**src/rtl/vga_pkg.sv**
```systemverilog
// Shared VGA timing presets, colour width and colour-bar palette.
// Used by vga_timing_gen and vga_axis_counter.
package vga_pkg;

    localparam int RGB_W = 12;

    typedef logic [RGB_W-1:0] rgb_t;

    // 800x600@72 with a 50 MHz pixel clock
    localparam int SVGA_H_ACTIVE = 800;
    localparam int SVGA_H_FP     = 56;
    localparam int SVGA_H_SYNC   = 120;
    localparam int SVGA_H_BP     = 64;
    localparam int SVGA_V_ACTIVE = 600;
    localparam int SVGA_V_FP     = 37;
    localparam int SVGA_V_SYNC   = 6;
    localparam int SVGA_V_BP     = 23;
    localparam bit SVGA_HS_POL   = 1'b1;
    localparam bit SVGA_VS_POL   = 1'b1;
    localparam int SVGA_CE_DIV   = 1;

    // 640x480@60 with a 25 MHz pixel enable
    localparam int VGA_H_ACTIVE  = 640;
    localparam int VGA_H_FP      = 16;
    localparam int VGA_H_SYNC    = 96;
    localparam int VGA_H_BP      = 48;
    localparam int VGA_V_ACTIVE  = 480;
    localparam int VGA_V_FP      = 10;
    localparam int VGA_V_SYNC    = 2;
    localparam int VGA_V_BP      = 33;
    localparam bit VGA_HS_POL    = 1'b0;
    localparam bit VGA_VS_POL    = 1'b0;
    localparam int VGA_CE_DIV    = 2;

    localparam rgb_t BAR_WHITE   = 12'hFFF;
    localparam rgb_t BAR_YELLOW  = 12'hFF0;
    localparam rgb_t BAR_CYAN    = 12'h0FF;
    localparam rgb_t BAR_GREEN   = 12'h0F0;
    localparam rgb_t BAR_MAGENTA = 12'hF0F;
    localparam rgb_t BAR_RED     = 12'hF00;
    localparam rgb_t BAR_BLUE    = 12'h00F;
    localparam rgb_t BAR_BLACK   = 12'h000;

    function automatic rgb_t bar_colour(input logic [2:0] idx);
        rgb_t c;
        c = BAR_BLACK;
        case (idx)
            3'd0:    c = BAR_WHITE;
            3'd1:    c = BAR_YELLOW;
            3'd2:    c = BAR_CYAN;
            3'd3:    c = BAR_GREEN;
            3'd4:    c = BAR_MAGENTA;
            3'd5:    c = BAR_RED;
            3'd6:    c = BAR_BLUE;
            default: c = BAR_BLACK;
        endcase
        return c;
    endfunction

endpackage

```
**src/rtl/vga_axis_counter.sv**
```systemverilog
// One raster axis: counts FP, SYNC, BP, ACTIVE segments in that order
// and flags the sync and active segments.
module vga_axis_counter
    import vga_pkg::*;
#(
    parameter int FP     = 56,
    parameter int SYNC   = 120,
    parameter int BP     = 64,
    parameter int ACTIVE = 800,
    localparam int TOTAL = FP + SYNC + BP + ACTIVE,
    localparam int W     = $clog2(TOTAL)
) (
    input  logic         clk,
    input  logic         reset,
    input  logic         advance,
    output logic [W-1:0] count,
    output logic         wrap,
    output logic         sync_seg,
    output logic         active,
    output logic [W-1:0] active_idx
);

    localparam logic [W-1:0] LAST    = W'(TOTAL - 1);
    localparam logic [W-1:0] SYNC_LO = W'(FP);
    localparam logic [W-1:0] SYNC_HI = W'(FP + SYNC);
    localparam logic [W-1:0] ACT_LO  = W'(FP + SYNC + BP);

    logic [W-1:0] cnt_q, cnt_d;

    always_comb begin
        cnt_d = cnt_q;
        if (advance) begin
            cnt_d = (cnt_q == LAST) ? '0 : cnt_q + W'(1);
        end
    end

    always_ff @(posedge clk) begin
        if (reset) begin
            cnt_q <= '0;
        end else begin
            cnt_q <= cnt_d;
        end
    end

    assign count      = cnt_q;
    assign wrap       = (cnt_q == LAST);
    assign sync_seg   = (cnt_q >= SYNC_LO) && (cnt_q < SYNC_HI);
    assign active     = (cnt_q >= ACT_LO);
    assign active_idx = cnt_q - ACT_LO;

endmodule

```
**src/rtl/vga_timing_gen.sv**
```systemverilog
// VGA raster generator: counters -> stage A (syncs, request) -> stage B (pins).
// Define VGA_TEST_PATTERN_EN to add the test_mode colour-bar input.
module vga_timing_gen
    import vga_pkg::*;
#(
    parameter int H_ACTIVE = SVGA_H_ACTIVE,
    parameter int H_FP     = SVGA_H_FP,
    parameter int H_SYNC   = SVGA_H_SYNC,
    parameter int H_BP     = SVGA_H_BP,
    parameter int V_ACTIVE = SVGA_V_ACTIVE,
    parameter int V_FP     = SVGA_V_FP,
    parameter int V_SYNC   = SVGA_V_SYNC,
    parameter int V_BP     = SVGA_V_BP,
    parameter bit HS_POL   = SVGA_HS_POL,
    parameter bit VS_POL   = SVGA_VS_POL,
    parameter int CE_DIV   = SVGA_CE_DIV
) (
    input  logic             MAX10_CLK1_50,
    input  logic             reset,
`ifdef VGA_TEST_PATTERN_EN
    input  logic             test_mode,
`endif
    output logic             pixel_req,
    output logic [10:0]      pixel_x,
    output logic [9:0]       pixel_y,
    input  logic [RGB_W-1:0] pixel_rgb,
    output logic             frame_start,
    output logic             in_vblank,
    output logic [3:0]       VGA_R,
    output logic [3:0]       VGA_G,
    output logic [3:0]       VGA_B,
    output logic             VGA_HS,
    output logic             VGA_VS
);

    localparam int H_TOTAL = H_FP + H_SYNC + H_BP + H_ACTIVE;
    localparam int V_TOTAL = V_FP + V_SYNC + V_BP + V_ACTIVE;
    localparam int HW      = $clog2(H_TOTAL);
    localparam int VW      = $clog2(V_TOTAL);

    logic ce;

    generate
        if (CE_DIV <= 1) begin : g_ce_one
            assign ce = 1'b1;
        end else begin : g_ce_div
            localparam int DW = $clog2(CE_DIV);
            localparam logic [DW-1:0] DIV_LAST = DW'(CE_DIV - 1);
            logic [DW-1:0] div_q, div_d;

            always_comb begin
                div_d = (div_q == DIV_LAST) ? '0 : div_q + DW'(1);
            end

            always_ff @(posedge MAX10_CLK1_50) begin
                if (reset) begin
                    div_q <= '0;
                end else begin
                    div_q <= div_d;
                end
            end

            assign ce = (div_q == DIV_LAST);
        end
    endgenerate

    logic [HW-1:0] h_cnt, h_idx;
    logic [VW-1:0] v_cnt, v_idx;
    logic          h_wrap, h_sync, h_act;
    logic          v_wrap, v_sync, v_act;

    vga_axis_counter #(
        .FP     (H_FP),
        .SYNC   (H_SYNC),
        .BP     (H_BP),
        .ACTIVE (H_ACTIVE)
    ) u_h (
        .clk        (MAX10_CLK1_50),
        .reset      (reset),
        .advance    (ce),
        .count      (h_cnt),
        .wrap       (h_wrap),
        .sync_seg   (h_sync),
        .active     (h_act),
        .active_idx (h_idx)
    );

    vga_axis_counter #(
        .FP     (V_FP),
        .SYNC   (V_SYNC),
        .BP     (V_BP),
        .ACTIVE (V_ACTIVE)
    ) u_v (
        .clk        (MAX10_CLK1_50),
        .reset      (reset),
        .advance    (ce & h_wrap),
        .count      (v_cnt),
        .wrap       (v_wrap),
        .sync_seg   (v_sync),
        .active     (v_act),
        .active_idx (v_idx)
    );

    // Stage A
    logic        de_d, de_q;
    logic        hs_d, hs_q;
    logic        vs_d, vs_q;
    logic        req_d, req_q;
    logic        fs_d, fs_q;
    logic        vb_d, vb_q;
    logic [10:0] x_d, x_q;
    logic [9:0]  y_d, y_q;
    logic        pstb_q;

`ifdef VGA_TEST_PATTERN_EN
    localparam int BAR_W = (H_ACTIVE >= 8) ? H_ACTIVE / 8 : 1;
    logic          tm_d, tm_q;
    rgb_t          bar_d, bar_q;
    logic [HW-1:0] bar_n;

    always_comb begin
        tm_d  = test_mode;
        bar_n = h_idx / HW'(BAR_W);
        bar_d = bar_colour((bar_n > HW'(7)) ? 3'd7 : bar_n[2:0]);
    end
`endif

    always_comb begin
        de_d  = h_act & v_act;
        hs_d  = h_sync ? HS_POL : !HS_POL;
        vs_d  = v_sync ? VS_POL : !VS_POL;
        fs_d  = (h_cnt == '0) && (v_cnt == '0);
        vb_d  = !v_act;
        x_d   = 11'(h_idx);
        y_d   = 10'(v_idx);
`ifdef VGA_TEST_PATTERN_EN
        req_d = de_d & !test_mode;
`else
        req_d = de_d;
`endif
    end

    always_ff @(posedge MAX10_CLK1_50) begin
        if (reset) begin
            de_q  <= 1'b0;
            hs_q  <= !HS_POL;
            vs_q  <= !VS_POL;
            req_q <= 1'b0;
            fs_q  <= 1'b0;
            vb_q  <= 1'b0;
            x_q   <= '0;
            y_q   <= '0;
`ifdef VGA_TEST_PATTERN_EN
            tm_q  <= 1'b0;
            bar_q <= '0;
`endif
        end else if (ce) begin
            de_q  <= de_d;
            hs_q  <= hs_d;
            vs_q  <= vs_d;
            req_q <= req_d;
            fs_q  <= fs_d;
            vb_q  <= vb_d;
            x_q   <= x_d;
            y_q   <= y_d;
`ifdef VGA_TEST_PATTERN_EN
            tm_q  <= tm_d;
            bar_q <= bar_d;
`endif
        end
    end

    // Strobes last only the clock right after the ce edge that set them
    always_ff @(posedge MAX10_CLK1_50) begin
        if (reset) begin
            pstb_q <= 1'b0;
        end else begin
            pstb_q <= ce;
        end
    end

    // Stage B
    rgb_t rgb_d, rgb_q;
    logic hs_b_q, vs_b_q;

    always_comb begin
        rgb_d = '0;
`ifdef VGA_TEST_PATTERN_EN
        if (de_q) begin
            rgb_d = tm_q ? bar_q : pixel_rgb;
        end
`else
        if (de_q) begin
            rgb_d = pixel_rgb;
        end
`endif
    end

    always_ff @(posedge MAX10_CLK1_50) begin
        if (reset) begin
            rgb_q  <= '0;
            hs_b_q <= !HS_POL;
            vs_b_q <= !VS_POL;
        end else if (ce) begin
            rgb_q  <= rgb_d;
            hs_b_q <= hs_q;
            vs_b_q <= vs_q;
        end
    end

    assign pixel_req   = req_q & pstb_q;
    assign frame_start = fs_q & pstb_q;
    assign pixel_x     = x_q;
    assign pixel_y     = y_q;
    assign in_vblank   = vb_q;
    assign VGA_R       = rgb_q[11:8];
    assign VGA_G       = rgb_q[7:4];
    assign VGA_B       = rgb_q[3:0];
    assign VGA_HS      = hs_b_q;
    assign VGA_VS      = vs_b_q;

endmodule
```
**config.mk**
```make
export PLATFORM = sky130hd
export DESIGN_NAME = vga_timing_gen
export DESIGN_NICKNAME = d
export VERILOG_FILES = /design/src/rtl/vga_pkg.sv /design/src/rtl/vga_axis_counter.sv /design/src/rtl/vga_timing_gen.sv
export SDC_FILE = /design/constraint.sdc
export NUM_CORES = 1
export LEC_CHECK = 0
export CORE_MARGIN = 4
export CORE_UTILIZATION = 40
export DETAILED_ROUTE_END_ITERATION = 8
export PLACE_DENSITY = 0.6
export SYNTH_ARGS = -nofsm -noshare
export SYNTH_HDL_FRONTEND = slang
export SYNTH_HIERARCHICAL = 1
export SYNTH_SLANG_ARGS = --single-unit
```
**constraint.sdc**
```tcl
create_clock -name MAX10_CLK1_50 -period 2.4 [get_ports MAX10_CLK1_50]
set_input_delay 0.36 -clock MAX10_CLK1_50 [delete_from_list [all_inputs] [get_ports MAX10_CLK1_50]]
set_output_delay 0.36 -clock MAX10_CLK1_50 [all_outputs]
set_load 0.02 [all_outputs]
```
==> results.md <==
- Final min period: between 2 and 2.5 ns
- RSZ-0062 raised after global routing: no
- Initial drt markers: 66
- Grt ovf: 0
- Via count: ~1900
- Number of global-route vias before repair: ~1700
- Worst reg2reg setup slack: approximately 0.32 ns
- CTS H-tree depth: 3
- Worst EP arrival: around 2.3 ns
- Slew @ Worst Pin: 0.644 ns
- Largest area contributor in the netlist: dfxtp_1
- Drt total wl: around 5.0 mm
- Die width: around 90 um
- CP required: ~2.6 ns
- Flop and latch count out of synthesis: 62
- Status: finished clean
- First-pass GRT wire length: ~8.3 mm
- Initial Utilization: 0.421
- Final nets: 350
- Post-route clock period utilization: 0.865
- Post-Syn Instances: 276
- Setup violations, final: 0
- Worst Setup End Kind: flop
- CTS Hold Bufs: 0
- Crit path kind: flop to flop
- Die ar.: a little over 0.008 sq mm
- Die Ht: 90.4 um
- Fraction of layout cells with a size suffix above 1: 0.0967
- Clock skew: 0.00418 ns
- Latest clock arrival within the worst-skew pair: between 0.3 and 0.4 ns
- GPL Wtd Cong: about 0.85
- FF-to-FF End: u_v/count[9]
- Antenna Nets Post-Route: 0
- Seq/Total Area, Yosys: 0.457
- Leakage power: ~1.3 nW
- Worst R2R Path Depth: 8
- Antenna violations before repair: 0
- MaxCap Viol Count: 0
- Post-synth EDFFs: 0
- Pre-CTS setup slack: approximately 0.34 ns
- Crit path max fanout: 8
- Number of I/O port buffers: slightly above 50
- DRC: 0
- Hold Path End: VGA_VS
- Pin count of the biggest net entering global routing: 17
- Maximum clock frequency: 482 MHz
- Total clock sinks: just over 60
- Drt first pass iters: 4
- Synth cell types: 48
- Placed wire-length estimate: between 3 and 4 mm
- Post-route cell area: 0.00345 sq mm
- CTS tree: built
- Synth Cell Area: between 0.002 and 0.003 sq mm
- Total Routing Usage GR: 0.128
- Reg clk slew, reported paths: approximately 0.070 ns
- Area added between synthesis and finish: 26.9%
- Fin. Hold Viols: 0
- Routed len/inst: ~12 um
- Cell Area, Placed: between 0.003 and 0.004 sq mm
- VDD IR-drop max: between 0.2 and 0.3 mV
- Diodes inserted: 0
- Final slew viol count: 0
- Setup TNS: 0 ns
- Worst setup margin: roughly 0.32 ns
- CTS Root Cell: clkbuf_8
- Dominant synthesized flop cell: dfxtp_1
- Power Dens Cells: about 670 mW/mm^2
- Core area: between 0.006 and 0.007 sq mm
- Hold Crit Depth: 1
- Synth async-reset ratio: 0
- Area contributors post-synth: dfxtp_1, nor2b_1, xor2_1, ha_1, xnor2_1
- Element type at the critical path start: flop
- RR Startpoint: u_h/count[4]
- Core Rows: 29
- Worst slew margin: 0.570
- Postcts setup bufs: 0
- Top-area cell type share of the netlist area: 0.457
- Hold path startpoint: vs_q
- Vias/cell: between 4 and 5
- HP Class: flop to flop
- Final Util: 0.534
- Layout fillers: between 500 and 600
- Synthesis warning total: 6
- Mapped Avg Cell Area: about 10 sq um
- Post-cts sizing count: 0
- Worst-case clock buffer depth: 2
- CTS Buf Count: 9
- Io pins: 52
==> state kept, by name (all words and copies together), names as in the netlist <==
signal     count
VGA_HS         1
VGA_VS         1
fs_q           1
hs_q           1
in_vblank      1
pixel_x       11
pixel_y       10
pstb_q         1
req_q          1
rgb_q         12
u_h/count     11
u_v/count     10
vs_q           1
==> final cells by class <==
cell class,count,area [sq um],share of cell area
well taps,77,96.3,0.0279
flip-flops and latches,62,1240,0.360
repair buffers,53,526,0.152
clock buffers,11,141,0.0410
clock inverters,5,106,0.0308
multi-input cells,190,1300,0.377
inverters,10,37.5,0.0109
==> worst max-delay path by stage <==
stage	start	to	slack [ns]	cells past startpoint
after detailed placement	u_h/count[4]	u_v/count[9]	0.34	8
after global placement	u_h/count[4]	u_v/count[9]	0.42	8
final	u_h/count[4]	u_v/count[9]	0.32	8
after floorplan	u_h/count[8]	u_v/count[9]	0.57	9
after global routing	u_h/count[4]	u_v/count[7]	0.18	8
after CTS	u_h/count[4]	u_v/count[9]	0.33	8
==> cells in the mapped netlist (2+ instances only) <==
master,number
dfxtp_1,62
nor2b_1,26
nor2_1,23
nand2_1,17
and2_1,15
xor2_1,15
xnor2_1,11
ha_1,10
inv_1,10
nand3_1,8
buf_4,7
a21oi_1,5
nand4_1,5
nor4_1,5
buf_2,4
nor3_1,4
and3_1,3
clkbuf_8,3
nand3b_1,3
o21ai_0,3
or3_1,3
a21o_1,2
and4_4,2
clkbuf_1,2
mux2i_1,2
nand2b_1,2
nor2_2,2
nor4_2,2
==> critical path: stages (launching register included) <==
cell	delay [ns]
dfxtp_1	0.38
inv_1	0.12
ha_1	0.18
and4_4	0.23
and3_1	0.32
nand3_1	0.21
nor4_2	0.32
xnor2_1	0.15
nor2_1	0.05
==> logic make-up after synthesis <==
| family | synth area share |
|---|---|
| simple gates | 0.291 |
| flops | 0.457 |
| buf+inv | 0.0714 |
| xor+xnor | 0.0838 |
| compound gates | 0.0424 |
| fa+ha+maj | 0.0461 |
| mux | 0.00737 |
| other cells | 0.00138 |
==> metrics by stage <==
step                hold WS [ns]  power, mW  instances
floorplan                  0.405       1.14        281
global placement           0.422       1.20        392
detailed placement         0.420       1.20        392
CTS                        0.437       2.34        408
global route               0.463       2.39        408
finish                     0.435       2.30        408
==> metal layers <==
layer / global-route usage / vias up / share of wire
li1: - / 991 / -
met1: 0.161 / 810 / 0.50
met2: 0.189 / 50 / 0.42
met3: 0.0450 / 12 / 0.056
met4: 0.0765 / 0 / 0.023
met5: 0 / - / 0
==> report_power, final <==
part / switching (mW) / internal (mW) / total (mW)
clock: 0.408 / 0.720 / 1.13
combinational: 0.0538 / 0.0613 / 0.115
sequential: 0.00924 / 1.05 / 1.06
==> placed cells by master (no fill, tap or decap), types with 3 or more instances in the layout <==
master	n
nand4_1	5
nor4_1	5
nor3_1	4
bufinv_16	3
xnor2_1	11
nand2_1	17
clkbuf_8	10
xor2_1	15
ha_1	10
and3_1	3
a21oi_1	5
clkdlybuf4s50_1	51
inv_1	10
dfxtp_1	62
conb_1	6
nor2_1	23
and2_1	15
nand3_1	8
o21ai_0	3
nor2b_1	26
or3_1	3
nand3b_1	3
Note: power is estimated with default switching activity, not from simulation.
